--- src/rtl/uart_rx_frame_if.sv ---
`default_nettype none
// ============================================================================
//  Module   : uart_rx_frame_if
//  Brief    : Serial line input and received-byte result bundle for uart_rx_frame.
//  Revision : 1.0
// ============================================================================
interface uart_rx_frame_if;
  logic       Serial_ip;
  logic [7:0] Dataout;
  logic       Valid;
  logic       Parity_err;
  logic       Frame_err;
  logic       Busy;

  modport master (
    output Serial_ip,
    input  Dataout, Valid, Parity_err, Frame_err, Busy
  );

  modport slave (
    input  Serial_ip,
    output Dataout, Valid, Parity_err, Frame_err, Busy
  );
endinterface
`default_nettype wire

--- src/rtl/uart_rx_frame.sv ---
`default_nettype none
// ============================================================================
//  Module   : uart_rx_frame
//  Brief    : Oversampling UART receiver: start, 8 data LSB-first, even parity,
//             STOP_BITS stop bits; one-cycle Valid with parity/frame status.
//  Revision : 1.0
// ============================================================================
module uart_rx_frame #(
  parameter int CLKS_PER_BIT = 16,
  parameter int STOP_BITS    = 2
) (
  input  wire logic      Clk,
  input  wire logic      Rst,
  uart_rx_frame_if.slave bus
);

  localparam int              CNT_W     = $clog2(CLKS_PER_BIT);
  localparam logic [CNT_W-1:0] CNT_HALF = CNT_W'(CLKS_PER_BIT / 2 - 1);
  localparam logic [CNT_W-1:0] CNT_LAST = CNT_W'(CLKS_PER_BIT - 1);
  localparam logic [1:0]       STOP_LAST = 2'(STOP_BITS - 1);

  localparam logic [2:0] ST_IDLE    = 3'd0;
  localparam logic [2:0] ST_START   = 3'd1;
  localparam logic [2:0] ST_DATA    = 3'd2;
  localparam logic [2:0] ST_PARITY  = 3'd3;
  localparam logic [2:0] ST_STOP    = 3'd4;
  localparam logic [2:0] ST_WAIT_HI = 3'd5;

  logic             sync1_q, sync2_q, rx_prev_q;
  logic [2:0]       state_q, state_d;
  logic [CNT_W-1:0] clk_cnt_q, clk_cnt_d;
  logic [2:0]       bit_cnt_q, bit_cnt_d;
  logic [1:0]       stop_cnt_q, stop_cnt_d;
  logic [7:0]       shift_q, shift_d;
  logic             p_rx_q, p_rx_d;
  logic             ferr_q, ferr_d;
  logic [7:0]       dataout_q, dataout_d;
  logic             valid_q, valid_d;
  logic             perr_q, perr_d;
  logic             frame_err_q, frame_err_d;
  logic             busy;

  logic w_rx_s;
  logic w_fall;
  logic w_done;

  assign w_rx_s = sync2_q;
  assign w_fall = rx_prev_q & ~w_rx_s;

  always_ff @(posedge Clk or posedge Rst) begin
    if (Rst) begin
      sync1_q     <= 1'b1;
      sync2_q     <= 1'b1;
      rx_prev_q   <= 1'b1;
      state_q     <= ST_IDLE;
      clk_cnt_q   <= '0;
      bit_cnt_q   <= '0;
      stop_cnt_q  <= '0;
      shift_q     <= '0;
      p_rx_q      <= 1'b0;
      ferr_q      <= 1'b0;
      dataout_q   <= '0;
      valid_q     <= 1'b0;
      perr_q      <= 1'b0;
      frame_err_q <= 1'b0;
    end else begin
      sync1_q     <= bus.Serial_ip;
      sync2_q     <= sync1_q;
      rx_prev_q   <= w_rx_s;
      state_q     <= state_d;
      clk_cnt_q   <= clk_cnt_d;
      bit_cnt_q   <= bit_cnt_d;
      stop_cnt_q  <= stop_cnt_d;
      shift_q     <= shift_d;
      p_rx_q      <= p_rx_d;
      ferr_q      <= ferr_d;
      dataout_q   <= dataout_d;
      valid_q     <= valid_d;
      perr_q      <= perr_d;
      frame_err_q <= frame_err_d;
    end
  end

  always_comb begin
    state_d    = state_q;
    clk_cnt_d  = clk_cnt_q + 1'b1;
    bit_cnt_d  = bit_cnt_q;
    stop_cnt_d = stop_cnt_q;
    shift_d    = shift_q;
    p_rx_d     = p_rx_q;
    ferr_d     = ferr_q;
    case (state_q)
      ST_IDLE: begin
        clk_cnt_d = '0;
        if (w_fall) state_d = ST_START;
      end
      ST_START: begin
        if (clk_cnt_q == CNT_HALF) begin
          clk_cnt_d = '0;
          bit_cnt_d = '0;
          state_d   = w_rx_s ? ST_IDLE : ST_DATA;
        end
      end
      ST_DATA: begin
        if (clk_cnt_q == CNT_LAST) begin
          clk_cnt_d = '0;
          shift_d   = {w_rx_s, shift_q[7:1]};
          bit_cnt_d = bit_cnt_q + 3'd1;
          if (bit_cnt_q == 3'd7) state_d = ST_PARITY;
        end
      end
      ST_PARITY: begin
        if (clk_cnt_q == CNT_LAST) begin
          clk_cnt_d  = '0;
          p_rx_d     = w_rx_s;
          stop_cnt_d = '0;
          ferr_d     = 1'b0;
          state_d    = ST_STOP;
        end
      end
      ST_STOP: begin
        if (clk_cnt_q == CNT_LAST) begin
          clk_cnt_d = '0;
          if (!w_rx_s) ferr_d = 1'b1;
          // A low final stop means break: hold off new frames until the line recovers
          if (stop_cnt_q == STOP_LAST) state_d = w_rx_s ? ST_IDLE : ST_WAIT_HI;
          else                         stop_cnt_d = stop_cnt_q + 2'd1;
        end
      end
      ST_WAIT_HI: begin
        clk_cnt_d = '0;
        if (w_rx_s) state_d = ST_IDLE;
      end
      default: begin
        clk_cnt_d = '0;
        state_d   = ST_IDLE;
      end
    endcase
  end

  assign w_done = (state_q == ST_STOP) && (clk_cnt_q == CNT_LAST) &&
                  (stop_cnt_q == STOP_LAST);

  always_comb begin
    valid_d     = w_done;
    dataout_d   = dataout_q;
    perr_d      = perr_q;
    frame_err_d = frame_err_q;
    busy        = (state_q != ST_IDLE);
    if (w_done) begin
      dataout_d   = shift_q;
      perr_d      = p_rx_q ^ (^shift_q);
      frame_err_d = ferr_q | ~w_rx_s;
    end
  end

  assign bus.Dataout    = dataout_q;
  assign bus.Valid      = valid_q;
  assign bus.Parity_err = perr_q;
  assign bus.Frame_err  = frame_err_q;
  assign bus.Busy       = busy;

endmodule
`default_nettype wire

--- src/flat_wrapper.sv ---
// flat-port wrapper written by rule: the top's interface ports become plain ports
module uart_rx_frame_flat 
#(
  parameter int CLKS_PER_BIT = 16,
  parameter int STOP_BITS    = 2
)
  (Clk, Rst, bus_Serial_ip, bus_Dataout, bus_Valid, bus_Parity_err, bus_Frame_err, bus_Busy);
  uart_rx_frame_if bus_i ();
  input  wire logic Clk;
  input  wire logic Rst;
  input wire logic [$bits(bus_i.Serial_ip)-1:0] bus_Serial_ip;
  output wire logic [$bits(bus_i.Dataout)-1:0] bus_Dataout;
  output wire logic [$bits(bus_i.Valid)-1:0] bus_Valid;
  output wire logic [$bits(bus_i.Parity_err)-1:0] bus_Parity_err;
  output wire logic [$bits(bus_i.Frame_err)-1:0] bus_Frame_err;
  output wire logic [$bits(bus_i.Busy)-1:0] bus_Busy;
  assign bus_i.Serial_ip = bus_Serial_ip;
  assign bus_Dataout = bus_i.Dataout;
  assign bus_Valid = bus_i.Valid;
  assign bus_Parity_err = bus_i.Parity_err;
  assign bus_Frame_err = bus_i.Frame_err;
  assign bus_Busy = bus_i.Busy;
  uart_rx_frame #(.CLKS_PER_BIT(CLKS_PER_BIT), .STOP_BITS(STOP_BITS)) u_core (.Clk(Clk), .Rst(Rst), .bus(bus_i));
endmodule
--- config.mk ---
export PLATFORM = sky130hd
export DESIGN_NAME = uart_rx_frame_flat
export DESIGN_NICKNAME = d
export VERILOG_FILES = /design/src/rtl/uart_rx_frame_if.sv /design/src/rtl/uart_rx_frame.sv /design/src/flat_wrapper.sv
export SDC_FILE = /design/constraint.sdc
export NUM_CORES = 1
export LEC_CHECK = 0
export CAP_MARGIN = 10
export CORE_MARGIN = 5
export CORE_UTILIZATION = 56
export CTS_BUF_LIST = sky130_fd_sc_hd__clkbuf_8
export CTS_CLUSTER_SIZE = 40
export DETAILED_ROUTE_END_ITERATION = 10
export PLACE_DENSITY = 0.83
export SYNTH_ARGS = -nofsm -noshare
export SYNTH_HDL_FRONTEND = slang
export SYNTH_SLANG_ARGS = --single-unit
export TNS_END_PERCENT = 1
--- constraint.sdc ---
create_clock -name Clk -period 2.2 [get_ports Clk]
set_clock_uncertainty 0.05 [all_clocks]
set_input_delay 0.44 -clock Clk [delete_from_list [all_inputs] [get_ports Clk]]
set_output_delay 0.44 -clock Clk [all_outputs]
set_load 0.005 [all_outputs]
==> results.md <==
- Kind of critical path: reg -> out
- Sw Ratio: 28.7%
- Post-route cell area: 1960 sq um
- DRC: 0
- Reg2reg start: u_core.state_q[1]$_DFFE_PP0P_
- FF-to-FF End: u_core.bus.Dataout[3]$_DFFE_PP0P_
- DP Wirelength: 2.08 mm
- Slew Limit Fails: 0
- Global-route wire length before repair: 5.28 mm
- Synthesized Nets: 146
- Clock power frac: 34.6%
- TritonRoute pass-1 iters: 4
- Leak: 0.961 nW
- Pin count of the biggest net entering global routing: 37
- Area of the mapped netlist: 1670 sq um
- # setup viols final: 0
- Hold EP: u_core.sync2_q$_DFF_PP1_
- Clk pin slew, worst setup/hold paths: 70 ps
- Seq/Total Area, Yosys: 54.1%
- Layout area overhead: 17.3%
- Reg2reg setup slack: 210 ps
- CP max stage cell: clkdlybuf4s50_1
- Final hold vios: 0
- P_sw: 0.528 mW
- Total power: 1.84 mW
- Fraction of layout cells with a size suffix above 1: 21.8%
- FFs w/ async S/R, synth: 100%
- Fmax: 470 MHz
- CTS tree: yes
- Drt initial violations: 38
- CORE AREA: 2810 sq um
- Die W: 64.7 um
- CP max FO: 11
- Io pins: 15
- Top_reg_cell synth: dfrtp_1
- Vias: 1110
- Worst path max stage delay: 470 ps
- GRT Total Usage: 17.1%
- Rel. slew slack: 63.9%
- Die ar.: 4180 sq um
- TNS Setup: 0 ps
- Worst path required time: 1710 ps
- Worst Hold Depth: 0
- Distinct cells, synth: 36
- Post-DRT Antenna Nets: 0
- Status: completed
- Power Density: 936 nW/um^2
- PortBufs: 14
- Maximum VDD drop: 0.611 mV
- Comb power frac: 20.4%
- Final wirelength: 2.99 mm
- R2R cell count: 3
- # diodes: 0
- Clock buffer count from CTS: 5
- Post-synthesis cell count: 139
- FF+latch count, synth: 36
- Final GP Congestion: 0.877
- Post-cts resize count: 0
- Hold Crit Start: u_core.sync1_q$_DFF_PP1_
- Die Height: 64.7 um
- Vias in the first global route: 1129
- CP arrival: 1640 ps
- Worst hold path type: reg -> reg
- H-tree Lvls: 2
- Measured slew at the worst slew-check pin: 542 ps
- Yosys warns: 0
- Fillers: 201
- CTS root buf: clkbuf_8
- Post-Place Cell Area: 1830 sq um
- Clock Sinks: 36
- Final nets: 162
- Launching element type of the critical path: flop
- Synth Area per Inst: 12.0 sq um
- Cell Int Power: 1.31 mW
- Hold Buf Count CTS: 0
- Critical Path End Type: primary output
- EDFF count, synth: 0
- Sequential power share: 44.9%
- # Post-CTS Setup Buffers: 0
- Initial Utilization: 59.6%
- Clock buffer depth: 2
- Clk Latency, worst-skew pair: 290 ps
- Vias/cell: 5.94
- Unrepaired setup endpoints after global routing: no
- Row Count: 19
- Initial antenna violation count: 0
- Worst Setup SP: u_core.state_q[1]$_DFFE_PP0P_
- Routed WL per cell: 16.0 um
- Final min period: 2130 ps
- Period utilization: 96.7%
- Cell chain of the critical path: or3_1 > clkdlybuf4s50_1
- Maxcap violations: 0
- GRT overflow: 0
[synth_stat cells (4+ instances only)]
| cell type | instances | area (sq um) |
|---|---|---|
| dfrtp_1 | 33 | 826 |
| mux2_2 | 14 | 158 |
| nand2_1 | 9 | 33.8 |
| a21oi_1 | 6 | 30.0 |
| inv_1 | 6 | 22.5 |
| nor2_1 | 6 | 22.5 |
| clkbuf_1 | 5 | 18.8 |
| mux2_4 | 5 | 75.1 |
| o21ai_0 | 5 | 25.0 |
| ha_1 | 4 | 50.1 |
| nor3b_1 | 4 | 30.0 |
| xnor2_1 | 4 | 35.0 |
| xor2_1 | 4 | 35.0 |
[state kept, by name, indices dropped and copies added (netlist names)]
name	cells
u_core.bit_cnt_q	3
u_core.bus.Dataout	8
u_core.bus.Frame_err	1
u_core.bus.Parity_err	1
u_core.bus.Valid	1
u_core.clk_cnt_q	4
u_core.ferr_q	1
u_core.p_rx_q	1
u_core.rx_prev_q	1
u_core.shift_q	8
u_core.state_q	3
u_core.stop_cnt_q	2
u_core.sync1_q	1
u_core.sync2_q	1
[power by group through the flow]
| stage | Sequential (mW) | Clock, mW | Combinational (mW) |
|---|---|---|---|
| global route | 0.837 | 0.681 | 0.429 |
| floorplan | 0.792 | 0 | 0.303 |
| finish | 0.825 | 0.636 | 0.375 |
| detailed placement | 0.830 | 0 | 0.370 |
| global placement | 0.824 | 0 | 0.350 |
| CTS | 0.820 | 0.640 | 0.373 |
[metrics by stage]
stage	setup WS [ps]	utilization (%)	hold WS, ps	cells
after global routing	12.7	69.9	319	187
after floorplan	422	-	295	139
final	71.7	69.9	307	187
after detailed placement	189	65.4	298	179
after CTS	37.9	69.9	309	187
after global placement	247	65.4	299	179
[placed cells by master, fill, tap and decap left out, types with 5 or more instances in the layout]
cell,n
dfrtp_1,32
mux2_2,14
clkdlybuf4s50_1,14
nand2_1,9
clkbuf_8,7
inv_1,6
nor2_1,6
a21oi_1,6
o21ai_0,5
mux2_4,5
[how the worst max path moves through the flow]
stage | cells after the start | slack (ps) | to
final | 2 | 70 | bus_Busy
after global routing | 2 | 10 | bus_Busy
after CTS | 2 | 40 | bus_Busy
after detailed placement | 3 | 190 | u_core.bus.Dataout[3]$_DFFE_PP0P_
after global placement | 3 | 250 | u_core.bus.Dataout[7]$_DFFE_PP0P_
after floorplan | 5 | 420 | u_core.bus.Dataout[0]$_DFFE_PP0P_
[cell families (layout without fill, tap and decap cells)]
group,after synthesis,in the layout,synth area share (%)
fa+ha+maj,4,4,2.99
flops,36,36,54.1
mux,20,20,14.5
compound gates,19,19,7.03
xor+xnor,9,9,5.53
simple gates,37,37,12.1
buf+inv,14,31,3.74
[final cells by class]
| type | instances | area [sq um] | share of cell area [%] |
|---|---|---|---|
| Sequential cell | 36 | 906 | 46.2 |
| Clock inverter | 1 | 30.0 | 1.53 |
| Multi-Input combinational cell | 89 | 706 | 36.0 |
| Timing Repair Buffer | 17 | 163 | 8.29 |
| Inverter | 6 | 22.5 | 1.15 |
| Tap cell | 31 | 38.8 | 1.98 |
| Clock buffer | 7 | 96.3 | 4.91 |
[metal layers]
metal  up-vias  share of wire, %  track usage (%)
met3         8               5.7             6.91
met1       553                40             19.5
met5         -                 0                0
li1        512                 -                -
met2        37                51             28.4
met4         0               2.6             7.65
[critical path: cells and delay by family, from the launching register on]
kind / cells / cell delay (ps)
DFF: 1 / 460
buffers and inverters: 1 / 470
and+or+nand+nor: 1 / 420
Power figures use the tool's default switching activity.
